--- src/rtl/upd78xx_opfetch_if.sv ---
// Bus and sequencer signals of the uPD78xx opcode fetch unit.
// The master modport is the fetch unit; the slave modport is memory plus sequencer.
interface upd78xx_opfetch_if #(
  parameter int ADDR_W = 16
);
  logic [ADDR_W-1:0] A;
  logic [7:0]        DB_I;
  logic              M1;
  logic              OP_VALID;
  logic              OP_READY;
  logic [10:0]       OP_CODE;
  logic [ADDR_W-1:0] OP_PC;
  logic              LOAD_PC;
  logic [ADDR_W-1:0] NEW_PC;
  logic              HOLD;
  logic              HOLD_ACK;

  modport master (
    output A, M1, OP_VALID, OP_CODE, OP_PC, HOLD_ACK,
    input  DB_I, OP_READY, LOAD_PC, NEW_PC, HOLD
  );

  modport slave (
    input  A, M1, OP_VALID, OP_CODE, OP_PC, HOLD_ACK,
    output DB_I, OP_READY, LOAD_PC, NEW_PC, HOLD
  );
endinterface

--- src/rtl/upd78xx_opfetch.sv ---
// Opcode fetch/prefetch unit: phased bus reads into a byte queue, with prefix folding
// into 11-bit opcodes handed to the sequencer over a valid/ready handshake.
module upd78xx_opfetch #(
  parameter int                ADDR_W   = 16,
  parameter int                DEPTH    = 2,
  parameter int                T_STATES = 4,
  parameter logic [ADDR_W-1:0] RESET_PC = '0
) (
  input logic               CLK,
  input logic               RESET,
  input logic               CP1_POSEDGE,
  input logic               CP2_POSEDGE,
  input logic               CP2_NEGEDGE,
  upd78xx_opfetch_if.master bus
);

  localparam int CNT_W  = $clog2(DEPTH + 1);
  localparam int OCC_W  = CNT_W + 1;
  localparam int SECOND = (DEPTH > 1) ? 1 : 0;
  localparam logic [OCC_W-1:0] DEPTH_C = OCC_W'(DEPTH);

  localparam logic [3:0] S_IDLE = 4'd0;
  localparam logic [3:0] S_T1   = 4'd1;
  localparam logic [3:0] S_TPRE = 4'(T_STATES - 1);
  localparam logic [3:0] S_TN   = 4'(T_STATES);

  typedef struct packed {
    logic [ADDR_W-1:0] addr;
    logic [7:0]        data;
  } ent_t;

  function automatic logic [2:0] pfx_idx(input logic [7:0] b);
    case (b)
      8'h48:   return 3'd1;
      8'h4C:   return 3'd2;
      8'h4D:   return 3'd3;
      8'h60:   return 3'd4;
      8'h64:   return 3'd5;
      8'h70:   return 3'd6;
      default: return 3'd0;
    endcase
  endfunction

  logic [3:0]        st_q, st_d;
  logic [ADDR_W-1:0] fpc_q, fpc_d;
  logic [ADDR_W-1:0] a_q, a_d;
  logic              m1_q, m1_d;
  logic              drop_q, drop_d;
  logic [7:0]        data_q, data_d;
  logic [CNT_W-1:0]  cnt_q, cnt_d;
  logic              op_valid_q, op_valid_d;
  logic [10:0]       op_code_q, op_code_d;
  logic [ADDR_W-1:0] op_pc_q, op_pc_d;
  logic              hold_ack_q, hold_ack_d;
  ent_t              q_q [DEPTH];
  ent_t              q_d [DEPTH];
  ent_t              ext [DEPTH+2];

  logic              cyc_end, push, start, xfer;
  logic [OCC_W-1:0]  occupancy;
  logic [2:0]        head_idx;
  int                pop_n, cnt_after_pop;

  // NOTE: every signal written here gets a default first, so no path leaves it unassigned (no latch).
  always_comb begin
    cyc_end   = (st_q == S_TN) && CP2_NEGEDGE;
    push      = cyc_end && !drop_q && !bus.LOAD_PC;
    occupancy = {1'b0, cnt_q} + OCC_W'(push);
    start     = CP2_NEGEDGE && (st_q == S_IDLE || st_q == S_TN) &&
                !bus.HOLD && !bus.LOAD_PC && (occupancy < DEPTH_C);

    st_d = st_q;
    if (start)                            st_d = S_T1;
    else if (cyc_end)                     st_d = S_IDLE;
    else if (st_q != S_IDLE && CP2_NEGEDGE) st_d = st_q + 4'd1;

    fpc_d = fpc_q;
    if (bus.LOAD_PC)                                      fpc_d = bus.NEW_PC;
    else if (st_q == S_TN && CP2_POSEDGE && !drop_q)      fpc_d = fpc_q + ADDR_W'(1);

    a_d  = a_q;
    m1_d = m1_q;
    if (st_q == S_T1 && CP1_POSEDGE) begin
      a_d  = fpc_q;
      m1_d = 1'b1;
    end else if (st_q == S_TN && CP1_POSEDGE) begin
      m1_d = 1'b0;
    end

    // A cycle aborted by LOAD_PC still runs to completion; this flag discards its byte.
    drop_d = drop_q;
    if (start)            drop_d = 1'b0;
    else if (bus.LOAD_PC) drop_d = 1'b1;

    data_d = (st_q == S_TPRE && CP2_NEGEDGE) ? bus.DB_I : data_q;

    xfer          = op_valid_q && bus.OP_READY && !bus.LOAD_PC;
    pop_n         = !xfer ? 0 : (op_code_q[10:8] != 3'd0) ? 2 : 1;
    cnt_after_pop = int'(cnt_q) - pop_n;

    ext = '{default: '0};
    for (int i = 0; i < DEPTH; i++) ext[i] = q_q[i];
    q_d = q_q;
    for (int i = 0; i < DEPTH; i++) begin
      if (i + pop_n < int'(cnt_q)) begin
        case (pop_n)
          1:       q_d[i] = ext[i+1];
          2:       q_d[i] = ext[i+2];
          default: q_d[i] = ext[i];
        endcase
      end else if (push && i == cnt_after_pop) begin
        q_d[i] = '{addr: a_q, data: data_q};
      end
    end
    cnt_d = bus.LOAD_PC ? '0 : CNT_W'(cnt_after_pop + int'(push));

    // Output registers are loaded from the post-update queue, so a push or pop shows next CLK.
    head_idx   = pfx_idx(q_d[0].data);
    op_valid_d = 1'b0;
    op_code_d  = op_code_q;
    op_pc_d    = op_pc_q;
    if (cnt_d != '0) begin
      if (head_idx == 3'd0) begin
        op_valid_d = 1'b1;
        op_code_d  = {3'd0, q_d[0].data};
        op_pc_d    = q_d[0].addr;
      end else if (int'(cnt_d) >= 2) begin
        op_valid_d = 1'b1;
        op_code_d  = {head_idx, q_d[SECOND].data};
        op_pc_d    = q_d[0].addr;
      end
    end

    hold_ack_d = (st_d == S_IDLE) && bus.HOLD;
  end

  // NOTE: sequential state uses non-blocking assignments only, so all flops see pre-edge values.
  always_ff @(posedge CLK) begin
    if (RESET) begin
      st_q       <= S_IDLE;
      fpc_q      <= RESET_PC;
      a_q        <= RESET_PC;
      m1_q       <= 1'b0;
      drop_q     <= 1'b0;
      data_q     <= '0;
      cnt_q      <= '0;
      op_valid_q <= 1'b0;
      op_code_q  <= '0;
      op_pc_q    <= '0;
      hold_ack_q <= 1'b0;
    end else begin
      st_q       <= st_d;
      fpc_q      <= fpc_d;
      a_q        <= a_d;
      m1_q       <= m1_d;
      drop_q     <= drop_d;
      data_q     <= data_d;
      cnt_q      <= cnt_d;
      op_valid_q <= op_valid_d;
      op_code_q  <= op_code_d;
      op_pc_q    <= op_pc_d;
      hold_ack_q <= hold_ack_d;
    end
  end

  // NOTE: queue storage is not reset; cnt_q alone decides which entries are meaningful.
  always_ff @(posedge CLK) q_q <= q_d;

  assign bus.A        = a_q;
  assign bus.M1       = m1_q;
  assign bus.OP_VALID = op_valid_q;
  assign bus.OP_CODE  = op_code_q;
  assign bus.OP_PC    = op_pc_q;
  assign bus.HOLD_ACK = hold_ack_q;

endmodule

--- src/flat_wrapper.sv ---
// flat-port wrapper written by rule: the top's interface ports become plain ports
module upd78xx_opfetch_flat 
#(
  parameter int                ADDR_W   = 16,
  parameter int                DEPTH    = 2,
  parameter int                T_STATES = 4,
  parameter logic [ADDR_W-1:0] RESET_PC = '0
)
  (CLK, RESET, CP1_POSEDGE, CP2_POSEDGE, CP2_NEGEDGE, bus_A, bus_M1, bus_OP_VALID, bus_OP_CODE, bus_OP_PC, bus_HOLD_ACK, bus_DB_I, bus_OP_READY, bus_LOAD_PC, bus_NEW_PC, bus_HOLD);
  upd78xx_opfetch_if #(.ADDR_W(ADDR_W)) bus_i ();
  input logic CLK;
  input logic RESET;
  input logic CP1_POSEDGE;
  input logic CP2_POSEDGE;
  input logic CP2_NEGEDGE;
  output wire logic [$bits(bus_i.A)-1:0] bus_A;
  output wire logic [$bits(bus_i.M1)-1:0] bus_M1;
  output wire logic [$bits(bus_i.OP_VALID)-1:0] bus_OP_VALID;
  output wire logic [$bits(bus_i.OP_CODE)-1:0] bus_OP_CODE;
  output wire logic [$bits(bus_i.OP_PC)-1:0] bus_OP_PC;
  output wire logic [$bits(bus_i.HOLD_ACK)-1:0] bus_HOLD_ACK;
  input wire logic [$bits(bus_i.DB_I)-1:0] bus_DB_I;
  input wire logic [$bits(bus_i.OP_READY)-1:0] bus_OP_READY;
  input wire logic [$bits(bus_i.LOAD_PC)-1:0] bus_LOAD_PC;
  input wire logic [$bits(bus_i.NEW_PC)-1:0] bus_NEW_PC;
  input wire logic [$bits(bus_i.HOLD)-1:0] bus_HOLD;
  assign bus_A = bus_i.A;
  assign bus_M1 = bus_i.M1;
  assign bus_OP_VALID = bus_i.OP_VALID;
  assign bus_OP_CODE = bus_i.OP_CODE;
  assign bus_OP_PC = bus_i.OP_PC;
  assign bus_HOLD_ACK = bus_i.HOLD_ACK;
  assign bus_i.DB_I = bus_DB_I;
  assign bus_i.OP_READY = bus_OP_READY;
  assign bus_i.LOAD_PC = bus_LOAD_PC;
  assign bus_i.NEW_PC = bus_NEW_PC;
  assign bus_i.HOLD = bus_HOLD;
  upd78xx_opfetch #(.ADDR_W(ADDR_W), .DEPTH(DEPTH), .T_STATES(T_STATES), .RESET_PC(RESET_PC)) u_core (.CLK(CLK), .RESET(RESET), .CP1_POSEDGE(CP1_POSEDGE), .CP2_POSEDGE(CP2_POSEDGE), .CP2_NEGEDGE(CP2_NEGEDGE), .bus(bus_i));
endmodule
--- config.mk ---
export PLATFORM = sky130hd
export DESIGN_NAME = upd78xx_opfetch_flat
export DESIGN_NICKNAME = d
export VERILOG_FILES = /design/src/rtl/upd78xx_opfetch_if.sv /design/src/rtl/upd78xx_opfetch.sv /design/src/flat_wrapper.sv
export SDC_FILE = /design/constraint.sdc
export NUM_CORES = 1
export LEC_CHECK = 0
export CORE_MARGIN = 2
export CORE_UTILIZATION = 59
export DETAILED_ROUTE_END_ITERATION = 12
export PLACE_DENSITY_LB_ADDON = 0.1
export SYNTH_ARGS = -nofsm -noshare
export SYNTH_HDL_FRONTEND = slang
export SYNTH_SLANG_ARGS = --single-unit
--- constraint.sdc ---
create_clock -name CLK -period 6.4 [get_ports CLK]
set_input_delay 0.96 -clock CLK [delete_from_list [all_inputs] [get_ports CLK]]
set_output_delay 0.96 -clock CLK [all_outputs]
set_load 0.02 [all_outputs]
==> results of run 1 <==
==> path summary, 6_finish.rpt <==
check	startpoint	end	slack (ps)	cells past startpoint
setup / recovery	bus_LOAD_PC	u_core.bus.OP_CODE[1]$_SDFFE_PP0P_	850	13
hold / removal	u_core.fpc_q[15]$_SDFFE_PP0P_	u_core.bus.A[15]$_SDFFE_PP0P_	470	2
setup reg to reg	u_core.bus.OP_CODE[8]$_SDFFE_PP0P_	u_core.bus.OP_CODE[1]$_SDFFE_PP0P_	1260	12
hold reg to reg	u_core.fpc_q[15]$_SDFFE_PP0P_	u_core.bus.A[15]$_SDFFE_PP0P_	470	2
==> per-stage QoR <==
step	power [mW]	util, %	hold WS [ps]
after floorplan	0.8737	-	443.6
after global placement	0.9068	69.05	449.0
after detailed placement	0.9092	69.05	457.7
after CTS	1.852	75.50	465.7
after global routing	1.899	75.50	499.7
final	1.846	75.50	465.1
==> per-layer routing <==
| metal | global-route usage, % | wire [um] | up-vias |
|---|---|---|---|
| met5 | 0 | 0 | - |
| met4 | 10.75 | 245 | 0 |
| met3 | 6.380 | 1013 | 27 |
| met2 | 40.62 | 6060 | 214 |
| met1 | 37.44 | 5914 | 2170 |
| li1 | - | - | 2217 |
==> layout make-up <==
| cell class | count | area [sq um] |
|---|---|---|
| repair buffers | 84 | 818.3 |
| inverters | 33 | 126.4 |
| flip-flops and latches | 125 | 2663 |
| fillers | 643 | 2242 |
| clock buffers | 18 | 439.2 |
| multi-input cells | 372 | 2574 |
| clock inverters | 14 | 151.4 |
| well taps | 111 | 138.9 |
==> cell families (layout without fill, tap and decap cells) <==
| logic type | after synthesis | in the layout | share of synthesized area, % |
|---|---|---|---|
| XOR/XNOR | 15 | 15 | 2.374 |
| adder cells (fa/ha/maj) | 12 | 12 | 2.985 |
| multiplexers | 23 | 23 | 4.184 |
| AND/OR/NAND/NOR | 184 | 184 | 17.19 |
| AO/OA/AOI/OAI | 138 | 138 | 19.54 |
| flip-flops | 125 | 125 | 48.12 |
| buffers and inverters | 73 | 149 | 5.608 |
==> power by group through the flow <==
stage | Clock, mW | Sequential, mW | Combinational, mW
finish | 0.953 | 0.813 | 0.0803
global route | 0.997 | 0.814 | 0.0878
CTS | 0.959 | 0.813 | 0.0804
detailed placement | 0 | 0.829 | 0.0797
global placement | 0 | 0.829 | 0.0777
floorplan | 0 | 0.830 | 0.0442
==> layout by cell type, fill, tap and decap left out, types with 8 or more instances in the layout <==
master           instances
edfxtp_1                16
and2_1                  18
mux2i_1                 22
inv_1                   30
a211oi_1                20
nor2_1                  55
a21oi_1                 38
nor2b_1                  8
nand3_1                 12
dfxtp_1                109
nor3_1                  10
xor2_1                  11
a222oi_1                18
ha_1                    10
nand2_1                 41
clkdlybuf4s50_1         76
clkbuf_16               17
o21ai_0                  8
a311oi_1                25
==> sequential cells by signal, indices dropped and copies added (netlist names) <==
register / count
u_core.bus.HOLD_ACK: 1
u_core.bus.OP_PC: 16
u_core.ext: 48
u_core.bus.OP_VALID: 1
u_core.bus.A: 16
u_core.cnt_q: 2
u_core.drop_q: 1
u_core.st_q: 4
u_core.bus.OP_CODE: 11
u_core.fpc_q: 16
u_core.bus.M1: 1
u_core.data_q: 8
==> critical path, delay by kind of cell <==
family | cells | cell delay (ps)
AO/OA/AOI/OAI | 4 | 1790
buffers and inverters | 1 | 530
adder cells (fa/ha/maj) | 2 | 770
AND/OR/NAND/NOR | 6 | 1900
==> results.sh, run 1 <==
export IMPL_ys_types=62
export IMPL_drt_iter0_drc=323
export IMPL_cts_setup_buffers=0
export IMPL_timing_final_ws_setup_ps=849.7
export IMPL_intPower_mw=1.424
export IMPL_antennaDiodeCount=0
export IMPL_powerDensity_mw_per_mm2=267.1
export IMPL_dieArea_sq_mm=0.01017
export IMPL_yosysWarnings=0
export IMPL_synthTopCellsByCount="dfxtp_1 (109), nor2_1 (55), nand2_1 (41), a21oi_1 (38), clkbuf_1 (31)"
export IMPL_clockPowerShare_pct=51.6
export IMPL_max_slew_margin_rel_pct=25.77
export IMPL_syn2layout_area_growth_pct=24.90
export IMPL_fmaxAchievable_ghz=0.1802
export IMPL_ios=78
export IMPL_worstPathMaxFanout=25
export IMPL_yosysMostFrequentCell="dfxtp_1"
export IMPL_antenna_left=0
export IMPL_yosys_area_top_type="dfxtp_1"
export IMPL_yosys_register_bits=125
export IMPL_route_vias_total=4628
export IMPL_cts_hold_buf=0
export IMPL_hold_viol=0
export IMPL_cts_max_level=4
export IMPL_fin_crit_ps=5550
export IMPL_routed_wl_mm=13.23
export IMPL_syn_nets=614
export IMPL_grt_antenna_before_repair=0
export IMPL_viasPerCell=6.114
export IMPL_crit_path_end_kind="flop"
export IMPL_synth_edff_count=16
export IMPL_grt_pass1_vias=4411
export IMPL_cap_violations=0
export IMPL_rows=35
export IMPL_postSynthCellCount=570
export IMPL_hold_class="flop to flop"
export IMPL_ctsResizeCount=0
export IMPL_p_leak_nw=2.624
export IMPL_finalSetupViolCount=0
export IMPL_rsz0062_at_grt="no"
export IMPL_seq_area_frac_synth_pct=48.12
export IMPL_nets=677
export IMPL_worstMarginPinSlew_ps=1085
export IMPL_die_h_um=100.8
export IMPL_io_buffers=77
export IMPL_pwr_share_comb_pct=4.3
export IMPL_post_place_ws_ps=571.8
export IMPL_dpl_cell_count=725
export IMPL_finalCritPeriodShare_pct=86.72
export IMPL_drv_slew=0
export IMPL_dp_hpwl_mm=8.837
export IMPL_gp_congestion=0.8367
export IMPL_start_kind="primary input"
export IMPL_power_frac_seq_pct=44.0
export IMPL_die_x_um=100.8
export IMPL_fin_setup_tns_ps=0
export IMPL_clkSinkCount=125
export IMPL_root_buffer="clkbuf_8"
export IMPL_cts_buffer_depth=2
export IMPL_finClkSkew_ps=6.897
export IMPL_insertion_delay_ps=520
export IMPL_ir_drop_mv=0.2290
export IMPL_core_area_sq_mm=0.009153
export IMPL_drive_gt1_share_pct=9.443
export IMPL_grt_pass1_wl_mm=21.53
export IMPL_slowest_stage="and3_1"
export IMPL_swShare_pct=22.84
export IMPL_start_util_pct=60.45
export IMPL_place_area_sq_mm=0.006320
export IMPL_grt_overflow_total=0
export IMPL_instances_no_fill=757
export IMPL_netlist_area_sq_mm=0.005533
export IMPL_max_stage_delay_ps=610
export IMPL_yosysTopAreaCellShare_pct=39.44
export IMPL_cts_buffers=17
export IMPL_avgSynthCellArea_sq_um=9.707
export IMPL_wire_per_inst_um=17.48
export IMPL_track_usage_pct=26.94
export IMPL_finalInstanceArea_sq_mm=0.006910
export IMPL_status="finished clean"
export IMPL_crit_required_ps=6820
export IMPL_grt_max_degree=82
export IMPL_worstPathCellList="clkdlybuf4s50_1 > nand3b_1 > nor2_1 > ha_1 > fa_1 > nand4bb_1 > or3_4 > and2_4 > a222oi_1 > and3_1 > o21ai_2 > a31o_2 > a311oi_1"
export IMPL_critPathKind="primary input to flop"
export IMPL_cts_tree="built"
export IMPL_drc=0
export IMPL_p_switching_mw=0.4216
export IMPL_netlist_top_cells_area="dfxtp_1 (39%), edfxtp_1 (8.7%), mux2i_1 (4.0%)"
export IMPL_first_pass_iters=6
export IMPL_clkTransAtPathRegs_ps=60
export IMPL_synth_ff_type="dfxtp_1"
export IMPL_async_reset_ff_share_pct=0
export IMPL_cp_data_arrival_time_ps=5970
Note: power is estimated with default switching activity, not from simulation.
==> run 2, diff against run 1 <==
--- a/config.mk
+++ b/config.mk
@@ -9,6 +9,7 @@
 export CORE_UTILIZATION = 59
 export DETAILED_ROUTE_END_ITERATION = 12
 export PLACE_DENSITY_LB_ADDON = 0.1
+export SKIP_CTS_REPAIR_TIMING = 1
 export SYNTH_ARGS = -nofsm -noshare
 export SYNTH_HDL_FRONTEND = slang
 export SYNTH_SLANG_ARGS = --single-unit
==> results of run 2 <==
Same layout as run 1: the final DEF is identical, and so are final timing and power.
